## config.mk

```make
export PLATFORM = sky130hd
export DESIGN_NAME = regfile_context_engine
export DESIGN_NICKNAME = d
export VERILOG_FILES = /design/src/rtl/regfile_ctx_pkg.sv /design/src/rtl/regfile_context_engine.sv
export SDC_FILE = /design/constraint.sdc
export NUM_CORES = 1
export LEC_CHECK = 0
export ABC_AREA = 1
export CAP_MARGIN = 10
export CORE_AREA = 10 10 89 91
export DETAILED_ROUTE_END_ITERATION = 10
export DIE_AREA = 0 0 99 101
export PLACE_DENSITY = 0.8
export SLEW_MARGIN = 20
export SYNTH_ARGS = -nofsm -noshare
export SYNTH_HDL_FRONTEND = slang
export SYNTH_SLANG_ARGS = --single-unit
```

## constraint.sdc

```tcl
create_clock -name clk -period 2.3 [get_ports clk]
set_input_delay 0.23 -clock clk [delete_from_list [all_inputs] [get_ports clk]]
set_output_delay 0.23 -clock clk [all_outputs]
set_load 0.02 [all_outputs]
```

## src/rtl/regfile_ctx_pkg.sv

```systemverilog
// Shared types and widths for the register-file context save/restore engine.
package regfile_ctx_pkg;

  localparam int REG_ADDR_W = 5;
  localparam int DATA_W     = 32;

  typedef enum logic [2:0] {
    IDLE,
    SAVE_RD,
    SAVE_TX,
    RESTORE,
    DONE
  } ctx_state_e;

endpackage

```

## src/rtl/regfile_context_engine.sv

```systemverilog
// Streams registers FIRST_REG..LAST_REG out of the register file (save) or
// writes an incoming stream back into them (restore).
//
// state   | meaning
// IDLE    | ports released, waiting for save_req_i / restore_req_i
// SAVE_RD | read rf[idx] into the output stage
// SAVE_TX | hold the output beat until the sink accepts it
// RESTORE | write each accepted input beat into rf[idx]
// DONE    | one-cycle completion pulse
module regfile_context_engine
  import regfile_ctx_pkg::*;
#(
  parameter int FIRST_REG = 1,
  parameter int LAST_REG  = 31
) (
  input  logic                  clk,
  input  logic                  rst,
  input  logic                  save_req_i,
  input  logic                  restore_req_i,
  output logic                  busy_o,
  output logic                  done_o,
  output logic                  error_o,
  output logic [REG_ADDR_W-1:0] rf_read_reg_o,
  input  logic [DATA_W-1:0]     rf_read_data_i,
  output logic                  rf_write_enable_o,
  output logic [REG_ADDR_W-1:0] rf_write_reg_o,
  output logic [DATA_W-1:0]     rf_write_data_o,
  output logic                  m_valid_o,
  output logic [DATA_W-1:0]     m_data_o,
  output logic                  m_last_o,
  input  logic                  m_ready_i,
  input  logic                  s_valid_i,
  input  logic [DATA_W-1:0]     s_data_i,
  input  logic                  s_last_i,
  output logic                  s_ready_o
);

  localparam logic [REG_ADDR_W-1:0] FIRST_IDX = REG_ADDR_W'(FIRST_REG);
  localparam logic [REG_ADDR_W-1:0] LAST_IDX  = REG_ADDR_W'(LAST_REG);

  ctx_state_e            state_q, state_d;
  logic [REG_ADDR_W-1:0] idx_q, idx_d;
  logic                  m_valid_q, m_valid_d;
  logic [DATA_W-1:0]     m_data_q, m_data_d;
  logic                  m_last_q, m_last_d;
  logic                  error_q, error_d;
  logic                  exp_last;

  always_ff @(posedge clk) begin
    if (rst) begin
      state_q   <= IDLE;
      idx_q     <= '0;
      m_valid_q <= 1'b0;
      m_data_q  <= '0;
      m_last_q  <= 1'b0;
      error_q   <= 1'b0;
    end else begin
      state_q   <= state_d;
      idx_q     <= idx_d;
      m_valid_q <= m_valid_d;
      m_data_q  <= m_data_d;
      m_last_q  <= m_last_d;
      error_q   <= error_d;
    end
  end

  always_comb begin
    state_d           = state_q;
    idx_d             = idx_q;
    m_valid_d         = m_valid_q;
    m_data_d          = m_data_q;
    m_last_d          = m_last_q;
    error_d           = error_q;
    exp_last          = 1'b0;
    busy_o            = 1'b0;
    done_o            = 1'b0;
    rf_read_reg_o     = '0;
    rf_write_enable_o = 1'b0;
    rf_write_reg_o    = '0;
    rf_write_data_o   = '0;
    s_ready_o         = 1'b0;

    case (state_q)
      IDLE: begin
        if (save_req_i) begin
          state_d = SAVE_RD;
          idx_d   = FIRST_IDX;
          error_d = 1'b0;
        end else if (restore_req_i) begin
          state_d = RESTORE;
          idx_d   = FIRST_IDX;
          error_d = 1'b0;
        end
      end
      SAVE_RD: begin
        busy_o        = 1'b1;
        rf_read_reg_o = idx_q;
        m_data_d      = rf_read_data_i;
        m_last_d      = (idx_q == LAST_IDX);
        m_valid_d     = 1'b1;
        state_d       = SAVE_TX;
      end
      SAVE_TX: begin
        busy_o = 1'b1;
        if (m_valid_q && m_ready_i) begin
          m_valid_d = 1'b0;
          if (m_last_q) begin
            state_d = DONE;
          end else begin
            idx_d   = idx_q + REG_ADDR_W'(1);
            state_d = SAVE_RD;
          end
        end
      end
      RESTORE: begin
        busy_o            = 1'b1;
        s_ready_o         = 1'b1;
        rf_write_enable_o = s_valid_i;
        rf_write_reg_o    = idx_q;
        rf_write_data_o   = s_data_i;
        if (s_valid_i) begin
          exp_last = (idx_q == LAST_IDX);
          if (s_last_i != exp_last) error_d = 1'b1;
          // Termination is decided before the increment, so idx never wraps.
          if (s_last_i || exp_last) state_d = DONE;
          else                      idx_d   = idx_q + REG_ADDR_W'(1);
        end
      end
      DONE: begin
        done_o  = 1'b1;
        state_d = IDLE;
      end
      default: state_d = IDLE;
    endcase
  end

  assign m_valid_o = m_valid_q;
  assign m_data_o  = m_data_q;
  assign m_last_o  = m_last_q;
  assign error_o   = error_q;

endmodule

```

## After elaboration in Yosys (flattened, before gate mapping)

Index checks and enable logic that the tools add are counted.
Widths: inputs -> output; s select.

| word-level totals | value |
|---|---|
| flip-flop bits (word level) | 43 |
| output and inout port bits | 81 |
| input bits | 71 |

| operators by class | value |
|---|---|
| multiplexer cells | 28 |
| equality and inequality tests | 13 |
| add/subtract/negate cells | 1 |
| reduce and logical (&&, ||, !) cells | 11 |

Operators by type and width:

| cell | number |
|---|---|
| $mux 5 | 8 |
| $mux 32 | 1 |
| $mux 3 | 6 |
| $pmux 5 s3 | 1 |
| $ne 2x2->1 const B | 6 |
| $pmux 3 s4 | 1 |
| $mux 1 | 9 |
| $reduce_and 4->1 | 2 |
| $eq 3x2->1 const B | 2 |
| $reduce_and 6->1 | 1 |
| $add 5x1->5 const B | 1 |
| $eq 5x5->1 const B | 1 |
| $pmux 1 s2 | 2 |
| $reduce_bool 2->1 | 2 |
| $eq 3x1->1 const B | 1 |
| $eq 3x3->1 const B | 1 |
| $logic_not 3->1 | 1 |
| $ne 3x3->1 const B | 1 |
| $reduce_bool 3->1 | 1 |
| $reduce_or 3->1 | 1 |
| $reduce_and 2->1 | 1 |
| $logic_and 1x1->1 | 1 |
| $logic_or 1x1->1 | 1 |
| $ne 1x1->1 | 1 |

## Depth between registers and ports, before layout

Gate-level depths: netlist of run 1.

| depth | value |
|---|---|
| depth in word-level cells | 5 |
| gate-level depth with buffers | 13 |

## Worst setup path before layout of run 1

OpenSTA, ideal clock, no wires.

| path | value |
|---|---|
| kind | flip-flop to flip-flop |
| from | reg idx_q[0] |
| to | reg idx_q[0] |
| arrival time | 1.521 ns |
| cell stages (with the launch flop) | 12 |
| slack | 0.666 ns |
| buffers on the path | 0 |
| path through | dfxtp_1 -> ha_1 -> nand2_1 -> nor2_1 -> ha_1 -> inv_1 -> ha_1 -> nand4_1 -> nand2_1 -> nand4_2 -> nor2_1 -> nor2_1 |

| on the way | value |
|---|---|
| cells in the longest elaborated chain, start to end | 4 |
| elaborated cells on any way between the ends | 10 |
| classes of those cells | add/sub: 1; eq/ne: 2; mux: 5; reduce/logical: 2 |

RTL lines:

| what | line | text |
|---|---|---|
| start, declared | regfile_context_engine.sv:42 | `logic [REG_ADDR_W-1:0] idx_q, idx_d;` |
| start signal, assigned | regfile_context_engine.sv:59 | `idx_q <= idx_d;` |
| $add 5x1->5 or $eq 5x5->1 (tied branches) | regfile_context_engine.sv:110, regfile_context_engine.sv:126, regfile_context_engine.sv:122 |  |
| $mux 5, or another cell as far along | regfile_context_engine.sv:125 | `if (s_last_i \|\| exp_last) state_d = DONE;` |
| $mux 5, or another cell as far along | regfile_context_engine.sv:121 | `if (s_valid_i) begin` |
| $pmux 5 s3 or $reduce_and 6->1 (tied branches) | n/a |  |

Several ways; a longest one is shown, not always the timed one. The select of a mux whose other input is x is not followed.
A chain may end at the register's enable or synchronous reset.

## Final worst setup path of run 1

| path | value |
|---|---|
| from | reg state_q[1] |
| to | out rf_write_data_o[0] |

| on the way | value |
|---|---|
| cells in the longest elaborated chain, start to end | 2 |

RTL lines:

| what | line | text |
|---|---|---|
| start, declared | regfile_context_engine.sv:41 | `ctx_state_e state_q, state_d;` |
| start signal, assigned | regfile_context_engine.sv:58 | `state_q <= state_d;` |
| $eq 3x2->1 | regfile_context_engine.sv:83 | `case (state_q)` |
| $mux 32 | regfile_context_engine.sv:83 |  |
| end, declared | regfile_context_engine.sv:27 | `output logic [DATA_W-1:0] rf_write_data_o,` |

Every way passes these cells.

==> results.sh, run 1 <==
export IMPL_synthCells=327
export IMPL_period_share=0.9628
export IMPL_grt_pass1_vias=2427
export IMPL_num_vias=2532
export IMPL_cts_buffers=5
export IMPL_cp_cell_sequence="nand2_1, nor2_4, inv_4, nor2_1, clkdlybuf4s50_1"
export IMPL_drtPass1Iterations=4
export IMPL_coreArea_um2=6205
export IMPL_grt_ovfl_total=0
export IMPL_outcome="completed"
export IMPL_finalPower_uw=4089
export IMPL_min_path_type="reg -> reg"
export IMPL_clockRootBuffer="clkbuf_8"
export IMPL_cp_slowest_cell="clkdlybuf4s50_1"
export IMPL_postRouteAntennaNets=0
export IMPL_clkLatencyLatePin_ps=290
export IMPL_cpLargestDelayFamily="buffers and inverters"
export IMPL_post_drt_wl_per_cell_um=14.82
export IMPL_async_reset_ff_frac=0
export IMPL_layout_min_cycle_time_ps=2215
export IMPL_synth_seq_cells=43
export IMPL_post_cts_repair_setup_buffers=0
export IMPL_viasPerCell=4.587
export IMPL_netlist_area_um2=2105
export IMPL_relSlewSlack=0.7303
export IMPL_skew_ps=9.932
export IMPL_worstSetupEndpointType="primary output"
export IMPL_num_antenna_cells=0
export IMPL_nNetsFinal=548
export IMPL_yosysUniqueCellTypes=25
export IMPL_cts_clk_slew_worst_paths_ps=90
export IMPL_hpwlAfterDp_um=6655
export IMPL_peakVddDrop_uv=697.9
export IMPL_crit_required_ps=2070
export IMPL_cts_tree="yes"
export IMPL_routed_wl_um=8182
export IMPL_dieWidth_um=99
export IMPL_utilization=0.6150
export IMPL_setup_viol=0
export IMPL_synth_nets=401
export IMPL_antenna_found_initial=0
export IMPL_die_height_um=101
export IMPL_fmax_mhz=451.6
export IMPL_critPathKind="reg -> out"
export IMPL_numClockSinks=43
export IMPL_grt_pass1_wl_um=12590
export IMPL_routabilityCongestion=0.8801
export IMPL_maxSlewViolCount=0
export IMPL_dr_first_iter_drc_count=68
export IMPL_critical_path_buf_inv_count=2
export IMPL_synth_edf_count=0
export IMPL_powerDensity_nw_per_um2=1072
export IMPL_setup_tns_ps=0
export IMPL_area_delta_synth_final_pct=81.33
export IMPL_worst_slew_pin_slew_ps=404.0
export IMPL_rows=29
export IMPL_htreeDepth=2
export IMPL_leakage_uw=0.001978
export IMPL_clockBufferDepth=2
export IMPL_fillerInstances=560
export IMPL_initial_utilization=0.3392
export IMPL_synth_seq_area_share=0.4090
export IMPL_max_cap_viol_count=0
export IMPL_drc=0
export IMPL_drive_gt1_frac=0.05474
export IMPL_dieArea_um2=9999
export IMPL_cts_hold_buf=0
export IMPL_grt_max_degree=39
export IMPL_crit_fanout=37
export IMPL_io_buffers=151
export IMPL_io_pins=152
export IMPL_synth_main_ff_cell="dfxtp_1"
export IMPL_yosys_warnings=0
export IMPL_start_kind="flip-flop"
export IMPL_hold_viol=0
export IMPL_syn_avg_cell_area_um2=6.436
export IMPL_slowest_delay_ps=630
export IMPL_grt_usage=0.1526
export IMPL_arrival_ps=1980
==> kinds of logic after synthesis <==
| logic type | count (synthesis) | synth area share |
|---|---|---|
| and+or+nand+nor | 169 | 0.3329 |
| buffers and inverters | 66 | 0.1278 |
| DFF | 43 | 0.4090 |
| AOI/OAI and AO/OA | 46 | 0.1124 |
| adders and majority gates | 3 | 0.01784 |
==> final cells by class <==
| class | count | area [um^2] | area share |
|---|---|---|---|
| Timing Repair Buffer | 154 | 1572 | 0.4118 |
| Clock buffer | 5 | 68.82 | 0.01803 |
| Tap cell | 77 | 96.34 | 0.02525 |
| Clock inverter | 3 | 43.79 | 0.01148 |
| Sequential cell | 43 | 863.3 | 0.2262 |
| Multi-Input combinational cell | 218 | 974.7 | 0.2554 |
| Inverter | 52 | 197.7 | 0.05180 |
==> metrics by stage <==
stage | hold slack, ps | instance area [um^2] | instances | setup WS (ps)
3_5_place_dp | 456.6 | 3659 | 544 | 220.9
4_1_cts | 468.9 | 3775 | 552 | 35.87
5_1_grt | 502.6 | 3816 | 552 | -22.49
3_3_place_gp | 453.8 | 3659 | 544 | 254.4
6_report | 467.0 | 3816 | 552 | 85.47
2_1_floorplan | 292.4 | 2105 | 327 | 665.6
==> layout by cell type, fill, tap and decap left out, types with 4 or more instances in the layout <==
master	Yosys	routed
a21oi_1	9	9
buf_4	0	4
clkbuf_8	0	5
clkdlybuf4s50_1	0	134
dfxtp_1	43	41
dlymetal6s2s_1	0	16
inv_1	48	48
nand2_1	24	24
nand3_1	7	7
nor2_1	128	128
o21ai_0	35	35
==> timing repair <==
| action | CTS | global route |
|---|---|---|
| cloned | 0 | 0 |
| resized for setup | 2 | 17 |
| endpoints found under the setup margin | 37 | 41 |
==> sequential cells by signal, summed over array words and instances (netlist names) <==
register	flops
m_data_o	32
idx_q	5
state_q	3
error_o	1
m_last_o	1
m_valid_o	1
==> tightest hold or removal path, stage by stage (launching register included) <==
cell	delay, ps
dfxtp_1	320
nand2_1	60
a21oi_1	50
==> metal layers <==
layer,track usage,wire length [um],part of all wire,vias to the layer above
met5,0,0,0,-
met4,0.02646,23,0.0028,0
met3,0.08025,1034,0.13,2
met2,0.2610,3874,0.47,125
met1,0.1660,3248,0.40,1125
li1,-,-,-,1280
==> Yosys cell counts (2+ instances only) <==
master    number  share of area
nor2_1       128           0.23
inv_1         48          0.086
dfxtp_1       43           0.41
o21ai_0       35          0.083
nand2_1       24          0.043
a21oi_1        9          0.021
clkbuf_1       7          0.012
nand3_1        7          0.017
buf_2          4         0.0095
inv_2          4         0.0071
ha_1           3          0.018
buf_6          2          0.011
==> where the power goes <==
group / switching [uW] / internal [uW] / total [uW]
Sequential: 169 / 1030 / 1200
Combinational: 1330 / 963 / 2300
Clock: 267 / 324 / 590
==> path summary, 6_finish.rpt <==
kind	startpoint	endpoint	slack, ps	cells past startpoint
setup / recovery	state_q[1]	rf_write_data_o[0]	90	5
hold / removal	error_o	error_o	470	2
setup reg to reg	idx_q[0]	idx_q[0]	380	12
hold reg to reg	error_o	error_o	470	2
No activity file was read; power rests on OpenSTA's default activity.
==> run 2: changes to the inputs <==
PLACE_DENSITY = not set   (was 0.8)
PLACE_DENSITY_LB_ADDON = 0.25   (was not set)
==> run 2 against run 1 <==
Clock-buffer cell count increased by 1. Global-route usage fell by 0.40 points. Setup slack better by 99 ps. Via count decreased by 2.5%. Sequential power about the same. Sequential cell count stayed put. Worst hold slack better by 7.5 ps. Largest power group unchanged.
==> results.sh, run 2 (synthesis gave the netlist of run 1 again) <==
export IMPL_layout_min_cycle_time_ps=2116
export IMPL_critPathLaunch="state_q[0]"
export IMPL_clockRootBuffer="clkbuf_8"
export IMPL_grt_pass1_wl_um=12490
export IMPL_critPathKind="reg -> out"
export IMPL_area_delta_synth_final_pct=77.94
export IMPL_rrSetupSlack_ps=400
export IMPL_finalPower_uw=3933
export IMPL_drive_gt1_frac=0.04641
export IMPL_hpwlAfterDp_um=6078
export IMPL_clockBufferDepth=2
export IMPL_crit_required_ps=2070
export IMPL_dieArea_um2=9999
export IMPL_outcome="completed"
export IMPL_powerDensity_nw_per_um2=1050
export IMPL_maxSlewViolCount=0
export IMPL_setup_viol=0
export IMPL_leakage_uw=0.001671
export IMPL_reg2reg_depth=12
export IMPL_coreArea_um2=6205
export IMPL_setup_tns_ps=0
export IMPL_numClockSinks=43
export IMPL_final_cells=551
export IMPL_cts_tree="yes"
export IMPL_grt_pass1_vias=2450
export IMPL_htreeDepth=2
export IMPL_drc=0
export IMPL_largest_reg_flops=32
export IMPL_max_cap_viol_count=0
export IMPL_antenna_found_initial=0
export IMPL_drtPass1Iterations=5
export IMPL_worstSetupEndpointType="primary output"
export IMPL_mostFrequentLayoutCells="clkdlybuf4s50_1 (151), nor2_1 (128), inv_1 (48), dfxtp_1 (42), o21ai_0 (35)"
export IMPL_cts_clk_slew_worst_paths_ps=70
export IMPL_die_height_um=101
export IMPL_r2r_start="idx_q[0]"
export IMPL_postRouteAntennaNets=0
export IMPL_routed_wl_um=7638
export IMPL_fillerInstances=590
export IMPL_rsz0062_at_grt="false"
export IMPL_nNetsFinal=549
export IMPL_relSlewSlack=0.6205
export IMPL_final_area_um2=3745
export IMPL_rows=29
export IMPL_min_path_type="reg -> reg"
export IMPL_num_antenna_cells=0
export IMPL_post_drt_wl_per_cell_um=13.86
export IMPL_rr_endpoint="idx_q[4]"
export IMPL_hold_viol=0
export IMPL_peakVddDrop_uv=598.6
export IMPL_worst_slew_pin_slew_ps=568.6
export IMPL_arrival_ps=1890
export IMPL_skew_ps=4.778
export IMPL_final_common_cell="clkdlybuf4s50_1"
export IMPL_initial_utilization=0.3392
export IMPL_post_dp_cell_area_um2=3669
export IMPL_dr_first_iter_drc_count=87
export IMPL_clkLatencyLatePin_ps=280
export IMPL_grt_usage=0.1486
export IMPL_viasPerCell=4.479
export IMPL_place_inst=545
export IMPL_period_share=0.9199
export IMPL_cts_buffers=5
export IMPL_grt_ovfl_total=0
export IMPL_routabilityCongestion=0.8202
export IMPL_utilization=0.6035
export IMPL_start_kind="flip-flop"
export IMPL_dieWidth_um=99
export IMPL_crit_fanout=11
export IMPL_io_pins=152
export IMPL_fmax_mhz=472.6
export IMPL_grt_max_degree=38
export IMPL_io_buffers=151
export IMPL_num_vias=2468
export IMPL_crit_path_end="rf_read_reg_o[3]"
## run 2: cell types whose count changed in the layout (fill, tap and decap cells not counted), sizes merged
cell,previous run,this run
clkbuf,5,6
bufinv,1,0
clkinv,2,0
dlymetal6s2s,16,0
clkdlybuf4s50,134,151
## run 2: worst max-delay path: stages, from the launching register on
cell and delay, ps:
dfxtp_1 430, inv_2 120, nor3_4 180, inv_2 140, nor2_1 110, clkdlybuf4s50_1 630
## run 2: where the power goes
group / leakage, uW / switching [uW] / total, uW / internal (uW)
Clock: 0.0000371 / 229 / 431 / 203
Combinational: 0.00128 / 1320 / 2300 / 977
Sequential: 0.000354 / 172 / 1200 / 1030
## run 2: cell type report
class                           instances  area, um^2  share of cell area
Timing Repair Buffer                  155        1541              0.4116
Multi-Input combinational cell        218       974.7              0.2603
Sequential cell                        43       862.1              0.2302
Inverter                               52       197.7             0.05279
Tap cell                               77       96.34             0.02573
Clock buffer                            6       72.57             0.01938
## run 2: how the worst min path moves through the flow
| stage | cells after the start | endpoint | startpoint | slack (ps) |
|---|---|---|---|---|
| floorplan | 1 | m_valid_o | rst | 290 |
| global placement | 2 | error_o | error_o | 450 |
| finish | 2 | error_o | error_o | 470 |
| detailed placement | 2 | error_o | error_o | 460 |
| global route | 3 | m_data_o[31] | rf_read_data_i[31] | 530 |
| CTS | 2 | error_o | error_o | 470 |
## run 2: layer usage
metal	up-vias	global-route usage	share of wire
met3	5	0.07819	0.12
met2	113	0.2400	0.44
li1	1280	-	-
met1	1070	0.1727	0.43
met5	-	0	0
met4	0	0.02646	0.0059
## run 2: what timing repair did
action | in CTS | in global routing
hold buffers | 0 | 0
buffers inserted | 0 | 0
gates resized for setup | 0 | 3
setup endpoints to repair | 0 | 37
## run 2: stage by stage
stage / hold WS [ps] / setup slack [ps]
after floorplan: 292.4 / 665.6
after global placement: 451.0 / 383.1
after detailed placement: 461.7 / 344.5
after CTS: 474.1 / 23.23
after global routing: 525.1 / 20.26
final: 474.5 / 184.2
==> run 3: changes to the inputs <==
CORE_AREA = 2 2 86 88   (was 10 10 89 91)
DIE_AREA = 0 0 88 90   (was 0 0 99 101)
clock period = 1.9 ns   (was 2.3 ns; I/O delays follow)
==> run 3 against run 2 <==
Critical endpoint is now rf_write_reg_o[4]. Setup slack got worse by 75 ps. Clock power increased by 93%. Worst hold slack got worse by 12 ps. First-iteration DRC count decreased by 5.7%. Total power increased by 29%. Largest cell class unchanged. Sequential power increased by 20%. Routed wire length decreased by 15%. Global-route usage increased by 1.7 points.
==> results.sh, run 3 (synthesis gave the netlist of run 1 again) <==
export IMPL_numClockSinks=43
export IMPL_cts_clk_slew_worst_paths_ps=80
export IMPL_cts_hold_buf=0
export IMPL_grt_pass1_vias=2409
export IMPL_relSlewSlack=0.7489
export IMPL_peakVddDrop_uv=799.1
export IMPL_crit_required_ps=1710
export IMPL_cp_slowest_cell="dfxtp_1"
export IMPL_rows=31
export IMPL_final_cells=582
export IMPL_drc=0
export IMPL_hp_start="error_o"
export IMPL_postRouteAntennaNets=0
export IMPL_fmax_mhz=558.3
export IMPL_grt_pass1_wl_um=10730
export IMPL_post_dp_cell_area_um2=3761
export IMPL_rrSetupSlack_ps=190
export IMPL_skew_ps=8.102
export IMPL_grt_usage=0.1659
export IMPL_grt_max_degree=38
export IMPL_drive_gt1_frac=0.08489
export IMPL_fillerInstances=687
export IMPL_area_delta_synth_final_pct=84.13
export IMPL_start_kind="flip-flop"
export IMPL_setup_viol=0
export IMPL_routabilityCongestion=0.8183
export IMPL_place_inst=574
export IMPL_hold_viol=0
export IMPL_finalPower_uw=5056
export IMPL_arrival_ps=1600
export IMPL_initial_utilization=0.2998
export IMPL_mostFrequentLayoutCells="nor2_1 (124), clkdlybuf4s50_1 (105), inv_1 (47), dlygate4sd2_1 (44), dfxtp_1 (41)"
export IMPL_htreeDepth=2
export IMPL_cts_buffers=5
export IMPL_rsz0062_at_grt="false"
export IMPL_post_cts_repair_setup_buffers=0
export IMPL_cts_tree="yes"
export IMPL_dieArea_um2=7920
export IMPL_critical_path_buf_inv_count=2
export IMPL_io_buffers=151
export IMPL_path_depth=5
export IMPL_num_vias=2490
export IMPL_hpwlAfterDp_um=4940
export IMPL_period_share=0.9427
export IMPL_outcome="completed"
export IMPL_rr_endpoint="idx_q[4]"
export IMPL_num_antenna_cells=0
export IMPL_largest_reg_flops=32
export IMPL_io_pins=152
export IMPL_slowest_delay_ps=430
export IMPL_cpLargestDelayFamily="buffers and inverters"
export IMPL_max_cap_viol_count=0
export IMPL_viasPerCell=4.278
export IMPL_cp_cell_sequence="nand2_1, nor2_4, inv_4, nor2_1, dlygate4sd2_1"
export IMPL_dr_first_iter_drc_count=82
export IMPL_reg2reg_depth=12
export IMPL_leakage_uw=0.001944
export IMPL_clockRootBuffer="clkbuf_8"
export IMPL_clkLatencyLatePin_ps=290
export IMPL_crit_fanout=37
export IMPL_crit_path_end="rf_write_reg_o[4]"
export IMPL_grt_ovfl_total=0
export IMPL_routed_wl_um=6500
export IMPL_worstSetupEndpointType="primary output"
export IMPL_maxSlewViolCount=0
export IMPL_dieWidth_um=88
export IMPL_antenna_found_initial=0
export IMPL_r2r_start="idx_q[0]"
export IMPL_clockBufferDepth=2
export IMPL_critPathLaunch="state_q[0]"
export IMPL_die_height_um=90
export IMPL_drtPass1Iterations=4
export IMPL_post_drt_wl_per_cell_um=11.17
export IMPL_nNetsFinal=556
export IMPL_layout_min_cycle_time_ps=1791
export IMPL_final_area_um2=3875
export IMPL_powerDensity_nw_per_um2=1305
export IMPL_min_path_type="reg -> reg"
export IMPL_coreArea_um2=7020
export IMPL_worst_slew_pin_slew_ps=376.2
export IMPL_setup_tns_ps=0
export IMPL_critPathKind="reg -> out"
export IMPL_final_common_cell="nor2_1"
export IMPL_holdWs_ps=462.3
[run 3: cell types whose count changed in the layout (fill, tap and decap cells not counted), sizes merged]
cell,change
dlygate4sd2,+44
buf,+7
clkdlybuf4s15,+1
clkbuf,+1
bufinv,+2
clkdlybuf4s50,-46
[run 3: layout make-up]
class / count / area [um^2] / area share
clock buffer: 6 / 72.57 / 0.01873
inverter: 52 / 197.7 / 0.05102
multi-input combinational: 218 / 1011 / 0.2609
timing repair buffer: 162 / 1546 / 0.3991
tap: 99 / 123.9 / 0.03197
clock inverter: 2 / 60.06 / 0.01550
sequential: 43 / 863.3 / 0.2228
[run 3: through the flow]
stage | setup WS, ps | utilization
finish | 108.9 | 0.5520
global route | 7.558 | 0.5520
CTS | 28.77 | 0.5470
detailed placement | 53.82 | 0.5357
global placement | 85.38 | 0.5357
floorplan | 265.6 | -
[run 3: timing repair]
action                     in CTS  in global routing
gates resized for setup        48                 14
setup endpoints to repair      45                  7
pin swaps                       0                  4
[run 3: how the worst min path moves through the flow]
stage / to / slack, ps / cells after the start
3_3_place_gp: error_o / 450 / 2
6_report: error_o / 460 / 2
3_5_place_dp: error_o / 450 / 2
2_1_floorplan: m_valid_o / 250 / 1
5_1_grt: m_data_o[10] / 480 / 3
4_1_cts: m_data_o[6] / 460 / 3
[run 3: power breakdown]
group          switching (uW)  total (uW)  internal (uW)
clock network             307         833            525
logic                    1620        2780           1160
registers                 196        1440           1250
[run 3: routing by layer]
layer,vias to the layer above,global-route usage,routed length [um]
met5,-,0,0
met4,0,0.03846,67
met3,7,0.07071,763
met2,111,0.2885,2991
met1,1077,0.1844,2678
li1,1295,-,-
[run 3: worst register-to-register path: stages, from the launching register on]
cell	delay (ps)
dfxtp_1	330
ha_2	180
nand2_1	70
nor2_1	40
ha_1	180
inv_2	80
ha_4	130
nand4_1	120
nand2_2	130
nand4_4	140
nand2_1	110
nand2_1	50
nor2_1	70
